File: config.mk
export PLATFORM = sky130hd
export DESIGN_NAME = lock_controller
export DESIGN_NICKNAME = d
export VERILOG_FILES = /design/src/rtl/lock_pkg.sv /design/src/rtl/lock_digit_shreg.sv /design/src/rtl/lock_controller.sv
export SDC_FILE = /design/constraint.sdc
export NUM_CORES = 1
export LEC_CHECK = 0
export ABC_CLOCK_PERIOD_IN_PS = 4700
export BUFFER_PORTS_ARGS = -buffer_cell sky130_fd_sc_hd__buf_2
export CAP_MARGIN = 20
export CELL_PAD_IN_SITES_DETAIL_PLACEMENT = 1
export CELL_PAD_IN_SITES_GLOBAL_PLACEMENT = 2
export CORE_ASPECT_RATIO = 0.5
export CORE_MARGIN = 5
export CORE_UTILIZATION = 35
export CTS_BUF_LIST = sky130_fd_sc_hd__clkbuf_16
export DETAILED_ROUTE_END_ITERATION = 10
export PLACE_DENSITY = 0.84
export SETUP_SLACK_MARGIN = 0.4
export SLEW_MARGIN = 10
export SYNTH_ARGS = -nofsm -noshare
export SYNTH_HDL_FRONTEND = slang
export SYNTH_SLANG_ARGS = --single-unit
File: constraint.sdc
create_clock -name clk -period 4.7 [get_ports clk]
set_input_delay 0.94 -clock clk [delete_from_list [all_inputs] [get_ports clk]]
set_output_delay 0.94 -clock clk [all_outputs]
set_load 0.02 [all_outputs]
File: src/rtl/lock_pkg.sv
// Shared types and sizes for the keypad lock controller.
// A code is NDIG keypad digits of DIGIT_W bits each, packed most-recent-last.
package lock_pkg;

    localparam int DIGIT_W = 4;
    localparam int CODE_W  = 32;
    localparam int NDIG    = CODE_W / DIGIT_W;
    localparam int COUNT_W = $clog2(NDIG + 1);

    typedef enum logic [2:0] {
        IDLE,
        ENTRY,
        CHECK,
        OPEN,
        NEW_ENTRY,
        COMMIT_A,
        COMMIT_B,
        LOCKOUT
    } lockState_e;

endpackage

File: src/rtl/lock_digit_shreg.sv
// Digit shift register with a saturating digit count; the oldest digit falls
// out once more than NDIG digits are keyed in.
module lock_digit_shreg
    import lock_pkg::*;
(
    input  logic               clk,
    input  logic               rst_n,
    input  logic               clr,
    input  logic               shift,
    input  logic [DIGIT_W-1:0] digit,
    output logic [CODE_W-1:0]  code,
    output logic [COUNT_W-1:0] count
);

    always_ff @(posedge clk) begin
        if (!rst_n || clr) begin
            code  <= '0;
            count <= '0;
        end else if (shift) begin
            code <= {code[CODE_W-DIGIT_W-1:0], digit};
            if (count != COUNT_W'(NDIG)) begin
                count <= count + 1'b1;
            end
        end
    end

endmodule

File: src/rtl/lock_controller.sv
// Keypad lock controller: collects a code, checks it against the lock's
// password, opens on a match, rewrites the password on request, and locks out.
module lock_controller
    import lock_pkg::*;
#(
    parameter int MAX_TRIES      = 3,
    parameter int UNLOCK_CYCLES  = 256,
    parameter int LOCKOUT_CYCLES = 1024
) (
    input  logic                             clk,
    input  logic                             rst_n,
    input  logic                             digit_valid,
    input  logic [DIGIT_W-1:0]               digit,
    input  logic                             enter,
    input  logic                             change_req,
    input  logic [CODE_W-1:0]                lockPass,
    output logic                             readLock,
    output logic [CODE_W-1:0]                lockBuffer,
    output logic                             unlocked,
    output logic                             alarm,
    output logic [$clog2(MAX_TRIES+1)-1:0]   attempts_left,
    output lockState_e                       dbgState
);

    localparam int ATT_W     = $clog2(MAX_TRIES + 1);
    localparam int TIMER_MAX = (UNLOCK_CYCLES > LOCKOUT_CYCLES) ? UNLOCK_CYCLES : LOCKOUT_CYCLES;
    localparam int TIMER_W   = $clog2(TIMER_MAX);
    localparam logic [TIMER_W-1:0] UNLOCK_LAST  = TIMER_W'(UNLOCK_CYCLES - 1);
    localparam logic [TIMER_W-1:0] LOCKOUT_LAST = TIMER_W'(LOCKOUT_CYCLES - 1);

    lockState_e         state;
    lockState_e         stateNext;
    logic [ATT_W-1:0]   failCount;
    logic [ATT_W-1:0]   failNext;
    logic [TIMER_W-1:0] timer;
    logic [CODE_W-1:0]  code;
    logic [COUNT_W-1:0] count;
    logic               shift;
    logic               clr;

    assign dbgState = state;

    // One register serves both the unlock entry and the new-code entry;
    // it is wiped whenever either of those entries begins afresh.
    assign shift = digit_valid && (state == IDLE || state == ENTRY || state == NEW_ENTRY);
    assign clr   = (stateNext != state) && (stateNext == IDLE || stateNext == NEW_ENTRY);

    lock_digit_shreg u_shreg (
        .clk   (clk),
        .rst_n (rst_n),
        .clr   (clr),
        .shift (shift),
        .digit (digit),
        .code  (code),
        .count (count)
    );

    always_comb begin
        stateNext = state;
        failNext  = failCount;
        case (state)
            IDLE: begin
                if (digit_valid) stateNext = ENTRY;
            end
            ENTRY: begin
                if (enter) stateNext = CHECK;
            end
            CHECK: begin
                if (code == lockPass) begin
                    stateNext = OPEN;
                    failNext  = '0;
                end else begin
                    failNext  = failCount + 1'b1;
                    stateNext = (failNext == ATT_W'(MAX_TRIES)) ? LOCKOUT : IDLE;
                end
            end
            OPEN: begin
                if (change_req)                stateNext = NEW_ENTRY;
                else if (timer == UNLOCK_LAST) stateNext = IDLE;
            end
            NEW_ENTRY: begin
                // A digit keyed together with enter counts toward the new code.
                if (enter) stateNext = (count != '0 || digit_valid) ? COMMIT_A : IDLE;
            end
            COMMIT_A: stateNext = COMMIT_B;
            COMMIT_B: stateNext = IDLE;
            LOCKOUT: begin
                if (timer == LOCKOUT_LAST) begin
                    stateNext = IDLE;
                    failNext  = '0;
                end
            end
            default: stateNext = IDLE;
        endcase
    end

    // Write handshake to LOCK: readLock=1 means hold; readLock=0 means LOCK may
    // take lockBuffer. readLock falls one cycle before lockBuffer changes and
    // rises one cycle after, so the change is always seen with readLock low.
    always_ff @(posedge clk) begin
        if (!rst_n) begin
            state         <= IDLE;
            failCount     <= '0;
            timer         <= '0;
            readLock      <= 1'b1;
            lockBuffer    <= '0;
            unlocked      <= 1'b0;
            alarm         <= 1'b0;
            attempts_left <= ATT_W'(MAX_TRIES);
        end else begin
            state     <= stateNext;
            failCount <= failNext;
            if (stateNext != state)                  timer <= '0;
            else if (state == OPEN || state == LOCKOUT) timer <= timer + 1'b1;
            readLock      <= !(stateNext == COMMIT_A || stateNext == COMMIT_B);
            if (state == COMMIT_A) lockBuffer <= code;
            unlocked      <= (stateNext == OPEN);
            alarm         <= (stateNext == LOCKOUT);
            attempts_left <= ATT_W'(MAX_TRIES) - failNext;
        end
    end

endmodule

==> impl_metrics.json <==
{
  "outcome": "finished clean",
  "slowest_stage": "nand2_2",
  "synth_cell_types": 53,
  "cts_sinks": 88,
  "synthTopCellsByArea": "dfxtp_1 43%, nand2_1 13%, xor2_1 8.2%",
  "cts_buffers": 9,
  "coreArea_um2": 11180,
  "grt_first_pass_wirelength_um": 18490,
  "firstDrtPassIters": 4,
  "insertion_delay_ps": 350,
  "hold_buffers": 0,
  "power.share.switching": 0.2822,
  "grtUsageTotal": 0.1648,
  "yosysTopAreaCell": "dfxtp_1",
  "grt_pass1_vias": 3626,
  "critical_path.cell_chain": "buf_2 > xor2_1 > nor4_1 > nand4_1 > o211ai_1 > nand2_2 > a21oi_1",
  "rsz0062_at_grt": "no",
  "drt.antenna.violating_nets": 0,
  "setup_viol": 0,
  "synth.avg_cell_area_um2": 8.502,
  "clk_path_buf_depth": 2,
  "synth_area_um2": 4073,
  "post_cts_buffers": 0,
  "yosys_warnings": 0,
  "comb_power_share": 0.105,
  "syn_nets": 524,
  "crit_path_end_kind": "register",
  "max_stage_delay_ps": 580,
  "holdCritPathClass": "reg2reg",
  "initial_core_util": 0.3642,
  "synth_edf_count": 0,
  "area_delta_synth_final_pct": 19.23,
  "dp_cells": 697,
  "r2r-start": "dbgState[1]",
  "clock.fmax_mhz": 342.0,
  "crit_required_ps": 4960,
  "async_reset_ff_frac": 0,
  "gr-total-overflow": 0,
  "worstSetupPathType": "in2reg",
  "cp_max_fo": 36,
  "post_cts_resized": 0,
  "pin_count": 81,
  "cts_root_buf": "clkbuf_16",
  "critPathLaunchType": "primary input",
  "slew_violations": 0,
  "hp-start": "lockBuffer[26]",
  "layout.cells.non_filler": 713,
  "cts-htree-levels": 3,
  "diodes": 0,
  "routed_wl_um": 11290,
  "fin_worst_skew_ps": 16.73,
  "dp_hpwl_um": 7924,
  "yosysTopAreaCellShare": 0.4326,
  "vias_per_cell": 4.860,
  "fp.dieH_um": 86.28,
  "die_w_um": 162.6,
  "power.total_uw": 1651,
  "yosysSeqAreaShare": 0.4326,
  "cts_tree": "yes",
  "p_int_uw": 1185,
  "wl_per_cell_um": 15.83,
  "clkSlewWorstSetupHoldPaths_ps": 70,
  "power.share.sequential": 0.473,
  "power.switching_uw": 465.9,
  "rows": 27,
  "finalCritPeriodShare": 0.6222,
  "power_density_nw_per_um2": 339.9,
  "gp_congestion": 0.7922,
  "layout_min_cycle_time_ps": 2924,
  "dieArea_um2": 14020,
  "layout.nets": 594,
  "drt_iter0_markers": 206,
  "grt_antenna_before_repair": 0,
  "slew-limit-headroom": 0.3209,
  "finalSetupTns_ps": 0,
  "worstSetupStartpoint": "lockPass[25]",
  "worstMarginPinSlew_ps": 1015,
  "port_buffers": 80,
  "synth_flop_cell": "dfxtp_1",
  "irDropWorstVdd_uv": 173.9,
  "syn_inst": 479,
  "arrival_ps": 3180,
  "grt_max_degree": 37,
  "finalHoldWorstSlack_ps": 450.4,
  "remaining_drc_errors": 0,
  "ys_ff_latch": 88,
  "clkPwrFrac": 0.422,
  "fin_util": 0.4343,
  "maxCapViolations": 0,
  "hold_viol": 0,
  "vias": 3465,
  "drive_above_1_share": 0.2762,
  "p_leak_uw": 0.001851
}
[cell usage after synthesis, types with 4 or more instances]
master / n
nor4_2: 4
nor2_2: 4
nand2_1: 138
buf_6: 5
nand4_1: 6
xnor2_1: 6
nor3_2: 9
a31oi_1: 7
a21oi_2: 26
nand3_1: 6
ha_1: 4
clkbuf_1: 19
nor4_1: 4
nor2_1: 13
xor2_1: 38
dfxtp_1: 88
inv_1: 9
o21ai_0: 7
a21oi_1: 44
[state kept, by name (all words and copies together) (netlist names)]
name           count
lockBuffer        32
attempts_left      2
timer             10
failCount          2
u_shreg.code      32
alarm              1
unlocked           1
u_shreg.count      4
dbgState           3
readLock           1
[cells in the final DEF, fill, tap and decap left out, types with 4 or more instances in the layout]
cell type and instances:
dfxtp_1 88, clkbuf_16 9, nor3_2 9, a31oi_1 7, nand4_1 6, xor2_1 38
buf_2 80, nor2_2 5, nor4_1 4, nor4_2 4, o21ai_0 7, nand3_1 6
buf_4 5, inv_6 5, xnor2_1 6, a21oi_1 44, nor2_1 12, inv_1 10
nand2_1 138, ha_1 4, a21oi_2 26
[routing by layer]
metal,part of all wire,global-route usage,vias up
met4,0.010,0.04110,0
met5,0,0,-
met2,0.46,0.2692,31
met1,0.50,0.2203,1668
li1,-,-,1757
met3,0.027,0.04228,9
[power by group through the flow]
stage / registers, µW / logic [µW] / clock network (µW)
5_1_grt: 784 / 192 / 756
3_5_place_dp: 798 / 175 / 0
2_1_floorplan: 789 / 133 / 0
6_report: 781 / 174 / 696
4_1_cts: 781 / 177 / 717
3_3_place_gp: 797 / 176 / 0
[final cells by class]
cell class / instances / area [µm²]
Fill cell: 1342 / 6326
Sequential cell: 88 / 1762
Multi-Input combinational cell: 356 / 2140
Timing Repair Buffer: 85 / 437.9
Tap cell: 159 / 198.9
Clock inverter: 7 / 58.81
Clock buffer: 9 / 225.2
Inverter: 9 / 33.78
[critical path, delay by kind of cell]
kind	cells	cell delay, ps
AND/OR/NAND/NOR	3	1330
AO/OA/AOI/OAI	2	630
buffers and inverters	1	100
XOR/XNOR	1	150
[worst paths after layout]
check | cells past startpoint | slack (ps) | to
setup / recovery | 7 | 1780 | u_shreg.code[13]
hold / removal | 2 | 450 | lockBuffer[26]
setup reg to reg | 6 | 1890 | u_shreg.code[13]
hold reg to reg | 2 | 450 | lockBuffer[26]
[through the flow]
step,cell area [µm²],setup slack [ps]
floorplan,4073,2447
global placement,4572,1564
global route,4856,1540
detailed placement,4572,1411
finish,4856,1776
CTS,4856,1769
[logic make-up after synthesis]
family | count (synthesis) | synth area share
muxes | 2 | 0.004916
xor gates and xnor gates | 44 | 0.09462
DFF | 88 | 0.4326
AOI/OAI and AO/OA | 101 | 0.1693
buffers and inverters | 35 | 0.04270
adders and majority gates | 4 | 0.01229
and+or+nand+nor | 205 | 0.2436
Note: power is estimated with default switching activity, not from simulation.
